## config.mk

```make
export PLATFORM = sky130hd
export DESIGN_NAME = block_perm_arb_flat
export DESIGN_NICKNAME = d
export VERILOG_FILES = /design/src/rtl/csa_pkg.sv /design/src/rtl/block_perm_arb_if.sv /design/src/rtl/block_perm.sv /design/src/rtl/block_perm_arb.sv /design/src/flat_wrapper.sv
export SDC_FILE = /design/constraint.sdc
export NUM_CORES = 1
export LEC_CHECK = 0
export ABC_AREA = 1
export BUFFER_PORTS_ARGS = -buffer_cell sky130_fd_sc_hd__buf_4
export CORE_MARGIN = 2
export CORE_UTILIZATION = 53
export CTS_BUF_LIST = sky130_fd_sc_hd__clkbuf_4 sky130_fd_sc_hd__clkbuf_8
export CTS_CLUSTER_DIAMETER = 200
export DETAILED_ROUTE_END_ITERATION = 12
export PLACE_DENSITY_LB_ADDON = 0.1
export SKIP_CTS_REPAIR_TIMING = 1
export SLEW_MARGIN = 20
export SYNTH_ARGS = -nofsm -noshare
export SYNTH_HDL_FRONTEND = slang
export SYNTH_HIERARCHICAL = 1
export SYNTH_SLANG_ARGS = --single-unit
```

## constraint.sdc

```tcl
create_clock -name clk -period 6.61 [get_ports clk]
set_clock_uncertainty 0.1 [all_clocks]
set_input_delay 0.3305 -clock clk [delete_from_list [all_inputs] [get_ports clk]]
set_output_delay 0.3305 -clock clk [all_outputs]
set_load 0.01 [all_outputs]
```

## src/rtl/csa_pkg.sv

```systemverilog
// Shared CSA datapath types and the block_perm bit map.
// Latency: n/a (declarations only).
// Backpressure: n/a.
package csa_pkg;

   localparam int BYTE_W   = 8;
   // Wide enough for the largest legal requester count (8).
   localparam int ID_MAX_W = 3;

   // PERM_DST[i] is the output bit position that input bit i moves to.
   localparam int PERM_DST [BYTE_W] = '{1, 7, 5, 4, 2, 6, 0, 3};

   typedef struct packed {
      logic [BYTE_W-1:0]   data;
      logic [ID_MAX_W-1:0] id;
   } perm_rsp_t;

endpackage

```

## src/rtl/block_perm_arb_if.sv

```systemverilog
// Request/response bundle between NREQ requesters, the arbiter and its consumer.
// Latency: n/a (wires only).
// Backpressure: req_ready per requester, rsp_ready from the consumer.
interface block_perm_arb_if
   import csa_pkg::*;
#(
   parameter int NREQ = 4,
   parameter int IDW  = $clog2(NREQ)
);
   logic [NREQ-1:0]        req_valid;
   logic [BYTE_W*NREQ-1:0] req_data;
   logic [NREQ-1:0]        req_ready;
   logic                   rsp_valid;
   logic [BYTE_W-1:0]      rsp_data;
   logic [IDW-1:0]         rsp_id;
   logic                   rsp_ready;

   // Requester/consumer side.
   modport master (
      output req_valid, req_data, rsp_ready,
      input  req_ready, rsp_valid, rsp_data, rsp_id
   );

   // Arbiter side.
   modport slave (
      input  req_valid, req_data, rsp_ready,
      output req_ready, rsp_valid, rsp_data, rsp_id
   );
endinterface

```

## src/rtl/block_perm.sv

```systemverilog
// Fixed CSA byte permutation: each input bit is wired to one output bit.
// Latency: combinational, zero cycles.
// Backpressure: none.
module block_perm
   import csa_pkg::*;
(
   input  logic [BYTE_W-1:0] in_i,
   output logic [BYTE_W-1:0] out_o
);

   for (genvar i = 0; i < BYTE_W; i++) begin : g_bit
      assign out_o[PERM_DST[i]] = in_i[i];
   end

endmodule

```

## src/rtl/block_perm_arb.sv

```systemverilog
// Round-robin share of one block_perm among NREQ requesters, result in a 1-entry register.
// Latency: byte accepted on edge N is on rsp_data after edge N.
// Backpressure: req_ready is zero while the held response is not being taken.
module block_perm_arb
   import csa_pkg::*;
#(
   parameter int NREQ = 4,
   parameter int IDW  = $clog2(NREQ)
) (
   input  logic             clk,
   input  logic             rst,
   block_perm_arb_if.slave  bus
);

   logic [IDW-1:0]    ptr_q, ptr_d;
   logic              rsp_vld_q, rsp_vld_d;
   perm_rsp_t         rsp_q, rsp_d;

   logic [IDW-1:0]    win;
   logic              any_vld;
   logic              slot_free;
   logic              xfer;
   logic [BYTE_W-1:0] sel_byte;
   logic [BYTE_W-1:0] perm_byte;
   logic              unused_id;

   // Rotate so the pointer's requester sits at bit 0, pick the lowest set bit,
   // then rotate the index back into requester numbering.
   function automatic logic [IDW-1:0] rr_pick(
      input  logic [NREQ-1:0] vld,
      input  logic [IDW-1:0]  p,
      output logic            found
   );
      logic [NREQ-1:0] rot;
      logic [IDW-1:0]  idx;
      int              src;
      found = 1'b0;
      idx   = '0;
      for (int k = 0; k < NREQ; k++) begin
         src = k + int'(p);
         if (src >= NREQ) src = src - NREQ;
         rot[k] = vld[src];
      end
      for (int k = NREQ - 1; k >= 0; k--) begin
         if (rot[k]) begin
            idx   = IDW'(k);
            found = 1'b1;
         end
      end
      src = int'(idx) + int'(p);
      if (src >= NREQ) src = src - NREQ;
      return IDW'(src);
   endfunction

   // Grant: winner from the pointer, accepted only when the output slot can take it.
   always_comb begin
      any_vld       = 1'b0;
      win           = rr_pick(bus.req_valid, ptr_q, any_vld);
      slot_free     = !rsp_vld_q || bus.rsp_ready;
      xfer          = any_vld && slot_free && !rst;
      bus.req_ready = '0;
      if (xfer) bus.req_ready[win] = 1'b1;
      sel_byte      = bus.req_data[BYTE_W*int'(win) +: BYTE_W];
   end

   block_perm u_perm (
      .in_i  (sel_byte),
      .out_o (perm_byte)
   );

   // Next state: load on transfer (replacing any drained result), clear on drain only.
   always_comb begin
      rsp_vld_d = rsp_vld_q;
      rsp_d     = rsp_q;
      ptr_d     = ptr_q;
      if (xfer) begin
         rsp_vld_d  = 1'b1;
         rsp_d.data = perm_byte;
         rsp_d.id   = ID_MAX_W'(win);
         ptr_d      = (int'(win) == NREQ - 1) ? '0 : win + 1'b1;
      end else if (rsp_vld_q && bus.rsp_ready) begin
         rsp_vld_d  = 1'b0;
      end
   end

   // State registers; reset drops any pending response.
   always_ff @(posedge clk or posedge rst) begin
      if (rst) begin
         rsp_vld_q <= 1'b0;
         rsp_q     <= '0;
         ptr_q     <= '0;
      end else begin
         rsp_vld_q <= rsp_vld_d;
         rsp_q     <= rsp_d;
         ptr_q     <= ptr_d;
      end
   end

   assign bus.rsp_valid = rsp_vld_q;
   assign bus.rsp_data  = rsp_q.data;
   assign bus.rsp_id    = rsp_q.id[IDW-1:0];
   // The id field is sized for 8 requesters; upper bits are zero for smaller NREQ.
   assign unused_id     = ^rsp_q.id;

endmodule

```

## src/flat_wrapper.sv

```systemverilog
// flat-port wrapper written by rule: the top's interface ports become plain ports
module block_perm_arb_flat import csa_pkg::*;
#(
   parameter int NREQ = 4,
   parameter int IDW  = $clog2(NREQ)
)
  (clk, rst, bus_req_valid, bus_req_data, bus_rsp_ready, bus_req_ready, bus_rsp_valid, bus_rsp_data, bus_rsp_id);
  block_perm_arb_if #(.NREQ(NREQ), .IDW(IDW)) bus_i ();
  input  logic clk;
  input  logic rst;
  input wire logic [$bits(bus_i.req_valid)-1:0] bus_req_valid;
  input wire logic [$bits(bus_i.req_data)-1:0] bus_req_data;
  input wire logic [$bits(bus_i.rsp_ready)-1:0] bus_rsp_ready;
  output wire logic [$bits(bus_i.req_ready)-1:0] bus_req_ready;
  output wire logic [$bits(bus_i.rsp_valid)-1:0] bus_rsp_valid;
  output wire logic [$bits(bus_i.rsp_data)-1:0] bus_rsp_data;
  output wire logic [$bits(bus_i.rsp_id)-1:0] bus_rsp_id;
  assign bus_i.req_valid = bus_req_valid;
  assign bus_i.req_data = bus_req_data;
  assign bus_i.rsp_ready = bus_rsp_ready;
  assign bus_req_ready = bus_i.req_ready;
  assign bus_rsp_valid = bus_i.rsp_valid;
  assign bus_rsp_data = bus_i.rsp_data;
  assign bus_rsp_id = bus_i.rsp_id;
  block_perm_arb #(.NREQ(NREQ), .IDW(IDW)) u_core (.clk(clk), .rst(rst), .bus(bus_i));
endmodule
```

---- After elaboration in Yosys (flattened, before gate mapping) ----
Index checks and enable logic that the tools add are counted.
operators by class
  shift operators ......................... 1
  reductions and logical operators ........ 8
  add/sub/neg operators ................... 10
  multiplexer cells ....................... 31
  equality and inequality tests ........... 1
  $lt $le $gt $ge ......................... 11
operator list
  operator                 count
  $lt A32 B4 Y1 const B    4
  $mux W32                 4
  $ge A32 B4 Y1 const B    3
  $sub A32 B4 Y32 const B  3
  $shiftx A32 B6 Y8        1
  $mux W1                  15
  $mux W2                  6
  $bmux W1 S2              4
  $add A2 B2 Y3 const A    2
  $logic_and A1 B1 Y1      4
  $mux W4                  1
  $sub A2 B3 Y4 const B    1
  $add A1 B2 Y3 const A    1
  $add A2 B2 Y3            1
  $ge A2 B3 Y1 const B     1
  $ge A3 B3 Y1 const B     1
  $lt A2 B3 Y1 const B     1
  $add A2 B1 Y2 const B    1
  $demux W1 S2             1
  $eq A2 B1 Y1 const B     1
  $ge A2 B1 Y1 const B     1
  $logic_not A1 Y1         2
  $reduce_bool A2 Y1       1
  $sub A2 B1 Y2 const B    1
  $logic_or A1 B1 Y1       1
storage, ports and cells
  bits in registers ....................... 13
  input bits .............................. 39
  logic and storage cells ................. 66

---- Logic depth before layout (Yosys ltp) ----
Gate-level depths: netlist of the first run.
  depth in word-level cells ............... 18
  mapped depth ............................ 19

---- Cells and area by module ----
The synthesis of the first run kept the hierarchy.
modules (own cells, without submodules)
  module          area an instance (um^2)  instances  cells an instance
  block_perm_arb  1,193.6                  1          184
  block_perm      60.1                     1          8

---- Least setup slack after synthesis of the first run ----
OpenSTA, ideal clock, no wires.
  path type ............................... register to output
  start ................................... reg u_core.ptr_q[0]
  end ..................................... out bus_req_ready[2]
  setup slack ............................. 4.203 ns
  cell stages (with the launch flop) ...... 14
  required time ........................... 6.179 ns
  path buffers ............................ 3
  arrival time ............................ 1.976 ns
  cell sequence ........................... dfrtp_1 buf_6 nand2_1 nand2_2 nand2_1 nand2_1 a21oi_1 nor2_1 ha_1 buf_2 clkinv_1 clkbuf_1 nand3_1 inv_1
on the way
  longest elaborated chain between the ends .. 18
  elaborated cells between the ends (all ways) .. 47
ends and longest elaborated chain
  item                                                                line                  text
  start, declared                                                     block_perm_arb.sv:15  logic [IDW-1:0] ptr_q, ptr_d;
  start signal, assigned                                              block_perm_arb.sv:95  ptr_q <= ptr_d;
  $add A2 B2 Y3                                                       block_perm_arb.sv:40  src = k + int'(p);
  $sub A32 B4 Y32 or $ge A32 B4 Y1 (tied branches)                    block_perm_arb.sv:41  if (src >= NREQ) src = src - NREQ;
  $mux W32                                                            block_perm_arb.sv:41
  $bmux W1 S2                                                         block_perm_arb.sv:42  rot[k] = vld[src];
  $mux W1 (implied by the code) (2 in series)                         block_perm_arb.sv:42
  $mux W2 (4 in series)                                               block_perm_arb.sv:45  if (rot[k]) begin
  $add A2 B2 Y3 (*)                                                   block_perm_arb.sv:50  src = int'(idx) + int'(p);
  $ge A3 B3 Y1 or $sub A2 B1 Y2 (tied branches)                       block_perm_arb.sv:51  if (src >= NREQ) src = src - NREQ;
  $mux W2 (*)                                                         block_perm_arb.sv:51
  net u_core.win[0]                                                   block_perm_arb.sv:19  logic [IDW-1:0] win;
  $lt A2 B3 Y1 (implied by the code) or $ge A2 B1 Y1 (tied branches)  block_perm_arb.sv:62  if (xfer) bus.req_ready[win] = 1'b1;
  $logic_and A1 B1 Y1 (implied by the code)                           block_perm_arb.sv:62
  $mux W1 (implied by the code)                                       block_perm_arb.sv:62
  $demux W1 S2 (*)                                                    -
  $mux W4 (*)                                                         block_perm_arb.sv:62
  end, declared                                                       flat_wrapper.sv:14    output wire logic [$bits(bus_i.req_ready)-1:0] bus_req_ready;
Mark *: on every way through the listed nets, which the timed path passes. The rest lies on a longest branch. The select of a mux whose other input is x is not followed.

---- Worst setup path after layout of the first run ----
  start ................................... reg u_core.ptr_q[0]
  end ..................................... out bus_req_ready[3]
Same word-level chain as after synthesis.

==> qor.csv, run 1 <==
metric,value,unit
H-tree levels,1,
area share of the leading cell type in the synthesized netlist,29.04,%
number of buffers added by the clock tree synthesis step,3,
number of antenna cells inserted,0,
1st-iter DRT viols,18,
Worst Max-Slew Pin Slew,0.5552,ns
cell area after synthesis,1254,um^2
total congestion overflow after global routing,0,
internal reg-to-reg setup slack,3.50,ns
part of the total power dissipated in sequential elements,14.6,%
list of most frequent post-synthesis cells,"sky130_fd_sc_hd__nand2_1 (97), sky130_fd_sc_hd__nand3_1 (17), sky130_fd_sc_hd__dfrtp_1 (13)",
clock tree from TritonCTS,yes,
post-synthesis net count,232,
final layout net count,274,
total internal power,450.7,uW
post-synthesis register bit count,13,
fin crit share,54.48,%
Slew headroom,62.95,%
switching share of total power,56.28,%
Max clock buf depth,2,
kind of start point of the critical path,flip-flop,
HPWL reported at the end of detailed placement,2225,um
switching power,580.2,uW
cell types with the largest area share after synthesis,"sky130_fd_sc_hd__nand2_1 (29%), sky130_fd_sc_hd__dfrtp_1 (26%), sky130_fd_sc_hd__nand3_1 (6.8%)",
first drt pass iteration count,4,
count of endpoints failing setup in the final report,0,
delay of the slowest cell on the worst path,0.62,ns
via count of the first global-routing pass,1103,
fraction of final layout cells sized beyond drive strength 1,37.34,%
wire length of the first global-routing pass,4333,um
count of different cell masters after synthesis,26,
status,"complete, no violations",
Critical Path Fanout Max,18,
antenna violations before repair,0,
area of the placeable core,2233,um^2
setup repair after global routing missed its margin,false,
power per cell area,649.8,nW/um^2
Highest Clock Rate,0.2777,GHz
Cell Rows,17,
fill cell instance count of the final layout,186,
class of the most critical setup path,flip-flop to output port,
Crit. End Element,output port,
vertical die dimension,52.64,um
number of warnings issued by yosys,6,
# clock sinks,13,
min-delay worst type,primary input to asynchronous set/reset pin,
count of endpoints failing hold in the final timing report,0,
area growth from synthesis to final layout,26.55,%
min cycle time layout,3.601,ns
dominant synthesized flop cell,sky130_fd_sc_hd__dfrtp_1,
max-slew violation count,0,
syn_area_per_cell,6.530,um^2
logic gate share of total power,80.5,%
Critical Path AT,3.17,ns
cell-by-cell trace of the critical path,"inv_6, nand2_1, nand3_1, nand2_1, inv_1, a21oi_1, nor2_1, ha_1, clkinv_1, nor2_2, inv_1, nor2_2, buf_4",
post-detailed-route count of antenna-violating nets,0,
cell class contributing the biggest share of worst-path delay,buffers and inverters,
required time reported for the critical path endpoint,6.18,ns
dominant cell type by area after synthesis,sky130_fd_sc_hd__nand2_1,
sequential-to-total area share from yosys stat,25.95,%
Post-Syn Instances,192,
Starting Density,56.13,%
start point of the critical path,u_core/ptr_q[0]$_DFFE_PP0P_,
crit path max-delay cell type,sky130_fd_sc_hd__ha_1,
detailed-route wire length per cell,10.23,um
RD Place Congestion,0.7645,
Critical path buffers and inverters,5,
overall routing resource usage,21.06,%
startpoint of the worst register-to-register path,u_core/ptr_q[0]$_DFFE_PP0P_,
pin count of the biggest net entering global routing,19,
cell area after layout,1587,um^2
DR vias/cell,4.862,
Total Neg Setup Slack,0,ns
Total Wirelength,2670,um
cell area after placement,1556,um^2
share of flip-flops with an asynchronous set or reset,100.0,%
fraction of power consumed by the clock network,4.9,%
overall via count from detail_route,1269,
worst ir drop on vdd,0.4392,mV
Worst-Skew Late Latency,0.27,ns
# Max-Cap Violations,0,
CTS clock-pin slew for the worst setup and hold paths,0.07,ns
DRC violations left,0,
I/O Pins,54,
static leakage,0.0009714,uW
Root Driver,sky130_fd_sc_hd__clkbuf_4,
count of flip-flops with a built-in enable after synthesis,0,
total die area,2770,um^2
Port Buffer Count,53,
Die X-Extent,52.64,um
most repeated cell in the gate-level netlist after synthesis,sky130_fd_sc_hd__nand2_1,
==> power by group through the flow <==
stage | combinational [uW] | clock [uW] | sequential, uW
after floorplan | 855 | 0 | 153
after global placement | 822 | 0 | 150
after detailed placement | 837 | 0 | 152
after CTS | 838 | 52.4 | 150
after global routing | 930 | 57.5 | 155
final | 830 | 50.7 | 150
==> cells in the final DEF (no fill, tap or decap), drive strengths merged <==
cell type and instances:
ha 1, xor2 1, nand3 23, nand3b 1, a21oi 2, clkinv 1
dfrtp 13, clkbuf 4, nand2 111, o21ai 1, inv 15, buf 53
nor3 1, nor2 6
==> area by class of cell <==
cell class	count	area, um^2	area share, %
timing repair buffer	53	397.9	25.08
clock buffer	4	30.03	1.893
multi-input combinational	147	730.7	46.06
inverter	16	67.56	4.259
tap	28	35.03	2.208
sequential	13	325.3	20.50
==> state kept, by name, summed over array words and instances (netlist names) <==
name	count
u_core/ptr_q	2
u_core/bus.rsp_valid	1
u_core/bus.rsp_id	2
u_core/bus.rsp_data	8
==> worst register-to-register path, cell delays in order (launching register included) <==
cell                       delay [ns]
sky130_fd_sc_hd__dfrtp_1         0.55
sky130_fd_sc_hd__inv_6           0.08
sky130_fd_sc_hd__nand2_1         0.10
sky130_fd_sc_hd__nand3_1         0.08
sky130_fd_sc_hd__nand2_1         0.10
sky130_fd_sc_hd__inv_1           0.06
sky130_fd_sc_hd__a21oi_1         0.13
sky130_fd_sc_hd__nor2_1          0.06
sky130_fd_sc_hd__ha_1            0.62
sky130_fd_sc_hd__clkinv_1        0.56
sky130_fd_sc_hd__nand2_1         0.19
sky130_fd_sc_hd__nand2_1         0.11
sky130_fd_sc_hd__nand2_4         0.08
sky130_fd_sc_hd__nand3_2         0.07
sky130_fd_sc_hd__nand2_1         0.07
sky130_fd_sc_hd__nand2_1         0.04
==> final timing paths <==
path                                                      end  cells past startpoint
hold reg to reg            u_core/bus.rsp_data[5]$_DFFE_PP0P_                      2
hold / removal               u_core/bus.rsp_id[1]$_DFFE_PP0P_                      2
max in group asynchronous  u_core/bus.rsp_data[4]$_DFFE_PP0P_                      2
setup / recovery                             bus_req_ready[3]                     13
min in group clk             u_core/bus.rsp_valid$_DFFE_PP0P_                      4
setup reg to reg           u_core/bus.rsp_data[1]$_DFFE_PP0P_                     15
==> through the flow <==
step	total power, uW	instances	utilization (%)	hold WS (ns)	setup slack (ns)
after floorplan	1008	192	-	0.1375	4.203
after global placement	971.7	257	69.69	0.3045	3.416
after detailed placement	988.8	257	69.69	0.3141	3.309
after CTS	1041	261	71.04	0.02099	3.007
after global routing	1142	261	71.04	0.04644	2.681
final	1031	261	71.04	0.009265	3.009
==> per-layer routing <==
layer	track usage [%]	share of wire [%]
met5	0	0
met4	5.128	0.79
met1	23.53	39
met3	4.286	5.5
met2	40.00	54
==> logic make-up (layout without fill, tap and decap cells) <==
family,after synthesis,after routing,synth area share (%)
XOR/XNOR,1,1,0.6987
adder cells (fa/ha/maj),1,1,0.9978
buffers and inverters,32,73,15.77
flip-flops,13,13,25.95
AO/OA/AOI/OAI,3,3,1.497
AND/OR/NAND/NOR,142,142,55.09
(Power assumes the default switching activity.)
==> run 2: changes to the inputs <==
Settings changed: ABC_AREA 1 to 0, CORE_UTILIZATION 53 to 42.
Clock period 6.61 ns to 3.3 ns, I/O delays scaled along.
==> run 2 against run 1 <==
Final cell count decreased by 39%. Routed wire length decreased by 20%. Synthesized cell count decreased by 54%. Sequential share of layout area increased by 2.6 points. Area after synthesis decreased by 18%. Via count decreased by 33%. Global-route usage decreased by 4.5 points. Cell area decreased by 11%. Utilization decreased by 8.7 points. Setup slack got worse by 2.6 ns.
==> qor.csv, run 2 <==
metric,value,unit,change
Worst-Skew Late Latency,0.27,ns,about the same
Starting Density,45.45,%,-11 points
# Max-Cap Violations,0,,unchanged
logic gate share of total power,69.4,%,-11 points
area of the placeable core,2255,um^2,+0.95%
Highest Clock Rate,0.3419,GHz,
switching share of total power,36.87,%,-19 points
Reg-to-Reg End,u_core/bus.rsp_data[7]$_DFFE_PP0P_,,
CTS clock-pin slew for the worst setup and hold paths,0.08,ns,about the same
Critical Path AT,2.99,ns,-0.18 ns
kind of start point of the critical path,flip-flop,,
min cycle time layout,2.925,ns,
part of the total power dissipated in sequential elements,22.4,%,+7.8 points
# clock sinks,13,,unchanged
startpoint of the worst register-to-register path,u_core/ptr_q[0]$_DFFE_PP0P_,,
cell types with the largest area share after synthesis,"sky130_fd_sc_hd__dfrtp_1 (32%), sky130_fd_sc_hd__mux4_2 (11%), sky130_fd_sc_hd__mux2_2 (8.8%)",,
vertical die dimension,53.40,um,+1.4%
post-synthesis net count,128,,-45%
total internal power,813.6,uW,+81%
cell area after synthesis,1025,um^2,-18%
power per cell area,917.3,nW/um^2,+41%
wire length of the first global-routing pass,3346,um,-23%
total die area,2851,um^2,+2.9%
max FFs per register,8,,unchanged
count of endpoints failing setup in the final report,0,,unchanged
min-delay worst type,primary input to flip-flop,,
share of flip-flops with an asynchronous set or reset,100.0,%,unchanged
count of flip-flops with a built-in enable after synthesis,0,,unchanged
overall routing resource usage,16.54,%,-4.5 points
antenna violations before repair,0,,unchanged
syn_area_per_cell,11.64,um^2,+78%
HPWL reported at the end of detailed placement,1689,um,-24%
number of buffers added by the clock tree synthesis step,3,,unchanged
total congestion overflow after global routing,0,,unchanged
Slew headroom,52.91,%,-10 points
via count of the first global-routing pass,777,,-30%
I/O Pins,54,,unchanged
static leakage,0.0006490,uW,-33%
Cell Count Post-Placement,155,,-40%
Max clock buf depth,2,,unchanged
Reg2Reg Depth,7,,-8
RD Place Congestion,0.7837,,+2.5%
final cell utilization of the core,62.32,%,-8.7 points
Die X-Extent,53.40,um,+1.4%
class of the most critical setup path,flip-flop to flip-flop,,
DR vias/cell,5.319,,+9.4%
number of warnings issued by yosys,6,,unchanged
overall via count from detail_route,851,,-33%
Worst Max-Slew Pin Slew,0.7041,ns,+0.1488 ns
fraction of final layout cells sized beyond drive strength 1,58.33,%,+21 points
start point of the critical path,u_core/ptr_q[0]$_DFFE_PP0P_,,
first drt pass iteration count,4,,unchanged
switching power,475.3,uW,-18%
Post-Syn Instances,88,,-54%
area share of the leading cell type in the synthesized netlist,31.75,%,+2.7 points
startpoint of the worst hold path,bus_rsp_ready,,
internal reg-to-reg setup slack,0.38,ns,-3.12 ns
post-detailed-route count of antenna-violating nets,0,,unchanged
Root Driver,sky130_fd_sc_hd__clkbuf_4,,
status,"complete, no violations",,
detailed-route wire length per cell,13.27,um,+30%
H-tree levels,1,,unchanged
Port Buffer Count,53,,unchanged
count of endpoints failing hold in the final timing report,0,,unchanged
fin crit share,88.64,%,
fraction of power consumed by the clock network,8.2,%,+3.3 points
post-synthesis register bit count,13,,unchanged
number of antenna cells inserted,0,,unchanged
final layout net count,173,,-37%
max-slew violation count,0,,unchanged
setup repair after global routing missed its margin,false,,
Worst Hold Endpoint,u_core/bus.rsp_valid$_DFFE_PP0P_,,
"top library cells by usage in the layout, fill and taps aside","sky130_fd_sc_hd__buf_4 (54), sky130_fd_sc_hd__dfrtp_1 (13), sky130_fd_sc_hd__nor2_1 (9)",,
Cell Rows,17,,unchanged
dominant cell type by area after synthesis,sky130_fd_sc_hd__dfrtp_1,,
worst hold path cell count,3,,
most repeated cell in the gate-level netlist after synthesis,sky130_fd_sc_hd__dfrtp_1,,
clock tree from TritonCTS,yes,,
worst ir drop on vdd,0.4841,mV,+10%
"commonest non-fill, non-tap cell in the layout",sky130_fd_sc_hd__buf_4,,
count of different cell masters after synthesis,37,,+42%
required time reported for the critical path endpoint,3.36,ns,-2.82 ns
list of most frequent post-synthesis cells,"sky130_fd_sc_hd__dfrtp_1 (13), sky130_fd_sc_hd__nor2_1 (9), sky130_fd_sc_hd__buf_4 (8), sky130_fd_sc_hd__mux2_2 (8)",,
Final Instance Count excl. Fillers,160,,-39%
fill cell instance count of the final layout,197,,+5.9%
Total Wirelength,2123,um,-20%
Crit. End Element,flip-flop,,
Total Neg Setup Slack,0,ns,unchanged
area growth from synthesis to final layout,37.12,%,
sequential-to-total area share from yosys stat,31.75,%,+5.8 points
DRC violations left,0,,unchanged
1st-iter DRT viols,12,,-6
dominant synthesized flop cell,sky130_fd_sc_hd__dfrtp_1,,
pin count of the biggest net entering global routing,17,,-2
Critical Path Fanout Max,13,,-5
run 2: worst max-delay path, stage by stage, from the launching register on:
cell and delay (ns):
sky130_fd_sc_hd__dfrtp_1 0.38, sky130_fd_sc_hd__or4_1 0.51, sky130_fd_sc_hd__o2111ai_1 0.11, sky130_fd_sc_hd__ha_1 0.23, sky130_fd_sc_hd__xnor2_1 0.15, sky130_fd_sc_hd__xnor2_4 0.45, sky130_fd_sc_hd__mux4_1 0.61, sky130_fd_sc_hd__mux2_2 0.27
run 2: logic make-up after synthesis:
| kind of cell | after synthesis | share of synthesized area [%] |
|---|---|---|
| AOI/OAI and AO/OA | 13 | 11.24 |
| xor gates and xnor gates | 4 | 4.152 |
| adders and majority gates | 1 | 1.221 |
| buffers and inverters | 20 | 13.43 |
| DFF | 13 | 31.75 |
| muxes | 16 | 27.47 |
| and+or+nand+nor | 21 | 10.75 |
run 2: stage by stage:
step | power [uW] | hold WS [ns] | cell area, um^2 | worst slack, ns
final | 1289 | 0.08671 | 1405 | 0.3750
after global routing | 1392 | 0.09269 | 1405 | 0.1375
after CTS | 1283 | -0.1550 | 1376 | 0.1382
after detailed placement | 1172 | 0.1526 | 1346 | 0.1351
after global placement | 1152 | 0.1475 | 1346 | 0.2086
after floorplan | 1122 | -0.05804 | 1025 | 0.3052
run 2: power groups by stage:
stage               Sequential (uW)  Combinational, uW  Clock (uW)
global placement                288                864           0
finish                          289                894         106
detailed placement              293                878           0
floorplan                       309                812           0
CTS                             290                881         111
global route                    298                972         122
run 2: layer usage:
layer	up-vias	global-route usage [%]	share of wire, %
met5	-	0	0
met1	405	19.68	38
met3	2	2.260	7.6
met4	0	7.692	0.89
li1	410	-	-
met2	34	29.01	54
run 2: how the worst max path moves through the flow:
stage	end	slack [ns]	depth (start not counted)
2_1_floorplan	u_core/bus.rsp_data[5]$_DFFE_PP0P_	0.31	10
3_3_place_gp	u_core/bus.rsp_data[4]$_DFFE_PP0P_	0.21	7
3_5_place_dp	u_core/bus.rsp_data[7]$_DFFE_PP0P_	0.14	7
4_1_cts	u_core/bus.rsp_data[7]$_DFFE_PP0P_	0.14	7
5_1_grt	u_core/bus.rsp_data[0]$_DFFE_PP0P_	0.14	9
6_report	u_core/bus.rsp_data[7]$_DFFE_PP0P_	0.38	7
run 2: layout make-up:
type	instances	area, um^2	share of cell area (%)
sequential	13	325.3	23.15
tap	28	35.03	2.493
inverter	5	18.77	1.336
timing repair buffer	55	415.4	29.56
clock buffer	4	30.03	2.137
multi-input combinational	55	580.6	41.32
==> run 3: changes to the inputs <==
Settings changed: PLACE_DENSITY set to 0.78, PLACE_DENSITY_LB_ADDON 0.1 to unset.
==> run 3 against run 2 <==
Largest cell class unchanged. Global-route usage grew 3.6 points. Die area is the same. Highest routed layer unchanged. Final cell count is the same. Power grew 0.25%. Utilization is the same. Flip-flop and latch count is the same. Maximum frequency grew 0.20%. Critical path depth grew 2. Sequential share of layout area is the same. Setup slack gained 0.0059 ns.
==> qor.csv, run 3 (same netlist as run 2, synthesis figures left out) <==
metric,value,unit,change
Total Wirelength,2459,um,+16%
Cell Rows,17,,unchanged
number of antenna cells inserted,0,,unchanged
cell area after placement,1346,um^2,unchanged
delay of the slowest cell on the worst path,0.63,ns,+0.02 ns
Critical Path Fanout Max,13,,unchanged
via count of the first global-routing pass,860,,+11%
pin count of the biggest net entering global routing,17,,unchanged
first drt pass iteration count,4,,unchanged
"commonest non-fill, non-tap cell in the layout",sky130_fd_sc_hd__buf_4,,
# clock sinks,13,,unchanged
antenna violations before repair,0,,unchanged
Total Neg Setup Slack,0,ns,unchanged
total die area,2851,um^2,unchanged
CTS clock-pin slew for the worst setup and hold paths,0.08,ns,about the same
clock tree from TritonCTS,yes,,
count of endpoints failing hold in the final timing report,0,,unchanged
number of buffers added by the clock tree synthesis step,3,,unchanged
total internal power,814.7,uW,+0.13%
DRC violations left,0,,unchanged
worst-case setup margin in the final layout,0.3809,ns,+0.005936 ns
fin crit share,88.46,%,-0.18 points
post-detailed-route count of antenna-violating nets,0,,unchanged
DR vias/cell,5.219,,-1.9%
switching power,477.5,uW,+0.47%
area growth from synthesis to final layout,37.12,%,unchanged
min cycle time layout,2.919,ns,-0.005936 ns
crit path max-delay cell type,sky130_fd_sc_hd__mux4_1,,
Starting Density,45.45,%,unchanged
wire length of the first global-routing pass,4008,um,+20%
total congestion overflow after global routing,0,,unchanged
worst ir drop on vdd,0.7258,mV,+50%
cell area after layout,1405,um^2,unchanged
Slew headroom,47.85,%,-5.1 points
RD Place Congestion,0.7353,,-6.2%
Critical Path AT,2.98,ns,about the same
final cell utilization of the core,62.32,%,unchanged
Die X-Extent,53.40,um,unchanged
switching share of total power,36.95,%,+0.079 points
final layout net count,173,,unchanged
Highest Clock Rate,0.3426,GHz,+0.20%
Root Driver,sky130_fd_sc_hd__clkbuf_4,,
vertical die dimension,53.40,um,unchanged
static leakage,0.0006490,uW,unchanged
max-slew violation count,0,,unchanged
overall via count from detail_route,835,,-1.9%
Crit. End Element,flip-flop,,
HPWL reported at the end of detailed placement,1913,um,+13%
fraction of final layout cells sized beyond drive strength 1,58.33,%,unchanged
class of the most critical setup path,flip-flop to flip-flop,,
Max clock buf depth,2,,unchanged
cell-by-cell trace of the critical path,"buf_4, nor3_1, a31oi_1, o2111ai_1, ha_1, xnor2_1, xnor2_4, mux4_1, mux2_2",,
H-tree levels,1,,unchanged
power per cell area,919.6,nW/um^2,+0.25%
kind of start point of the critical path,flip-flop,,
detailed-route wire length per cell,15.37,um,+16%
I/O Pins,54,,unchanged
count of endpoints failing setup in the final report,0,,unchanged
fraction of power consumed by the clock network,8.2,%,about the same
# Max-Cap Violations,0,,unchanged
Worst-Skew Late Latency,0.27,ns,about the same
1st-iter DRT viols,22,,+10
min-delay worst type,primary input to flip-flop,,
status,"complete, no violations",,
Port Buffer Count,53,,unchanged
part of the total power dissipated in sequential elements,22.2,%,-0.2 points
required time reported for the critical path endpoint,3.37,ns,about the same
max FFs per register,8,,unchanged
"top library cells by usage in the layout, fill and taps aside","sky130_fd_sc_hd__buf_4 (54), sky130_fd_sc_hd__dfrtp_1 (13), sky130_fd_sc_hd__nor2_1 (9)",,
setup repair after global routing missed its margin,false,,
area of the placeable core,2255,um^2,unchanged
post-place setup slack,0.1294,ns,-0.005704 ns
Worst Max-Slew Pin Slew,0.7798,ns,+0.07574 ns
logic gate share of total power,69.6,%,+0.2 points
overall routing resource usage,20.15,%,+3.6 points
-- run 3: cell counts in the layout (fill, tap and decap cells not counted) --
Identical to the previous run, type by type.
-- run 3: cell type report --
class / instances / area, um^2
Clock buffer: 4 / 30.03
Fill cell: 179 / 849.6
Inverter: 5 / 18.77
Multi-Input combinational cell: 55 / 580.6
Sequential cell: 13 / 325.3
Tap cell: 28 / 35.03
Timing Repair Buffer: 55 / 415.4
-- run 3: power by group through the flow --
stage / registers, uW / logic (uW) / clock network, uW
6_report: 287 / 900 / 106
5_1_grt: 297 / 976 / 122
4_1_cts: 287 / 885 / 113
3_5_place_dp: 290 / 890 / 0
3_3_place_gp: 285 / 856 / 0
2_1_floorplan: 309 / 812 / 0
-- run 3: critical path, delay by kind of cell (launching register included) --
family	cells	cell delay, ns
flip-flops	1	0.38
adder cells (fa/ha/maj)	1	0.22
AO/OA/AOI/OAI	2	0.24
XOR/XNOR	2	0.59
buffers and inverters	1	0.18
AND/OR/NAND/NOR	1	0.20
multiplexers	2	0.90
-- run 3: stage by stage --
stage                     std cells  hold WS (ns)  total power, uW
after detailed placement        155        0.1651             1180
after global placement          155        0.1491             1142
after floorplan                  88      -0.05804             1122
after global routing            160       0.09725             1395
final                           160       0.09059             1292
after CTS                       159       -0.1479             1285
-- run 3: final timing paths --
kind / start / endpoint / slack (ns) / cells after the start
max: u_core/ptr_q[0]$_DFFE_PP0P_ / u_core/bus.rsp_data[4]$_DFFE_PP0P_ / 0.38 / 9
min: bus_rsp_ready / u_core/bus.rsp_valid$_DFFE_PP0P_ / 0.09 / 3
max reg2reg: u_core/ptr_q[0]$_DFFE_PP0P_ / u_core/bus.rsp_data[4]$_DFFE_PP0P_ / 0.38 / 9
min reg2reg: u_core/bus.rsp_data[6]$_DFFE_PP0P_ / u_core/bus.rsp_data[6]$_DFFE_PP0P_ / 0.41 / 1
max in group asynchronous: rst / u_core/bus.rsp_id[0]$_DFFE_PP0P_ / 2.34 / 3
min in group asynchronous: rst / u_core/bus.rsp_valid$_DFFE_PP0P_ / 0.41 / 3
-- run 3: per-layer routing --
metal	wire length (um)	vias to the layer above	GRT usage (%)
met5	0	-	0
met2	1346	35	35.19
met1	933	393	21.91
met4	38	0	9.402
met3	140	4	6.215
li1	-	403	-
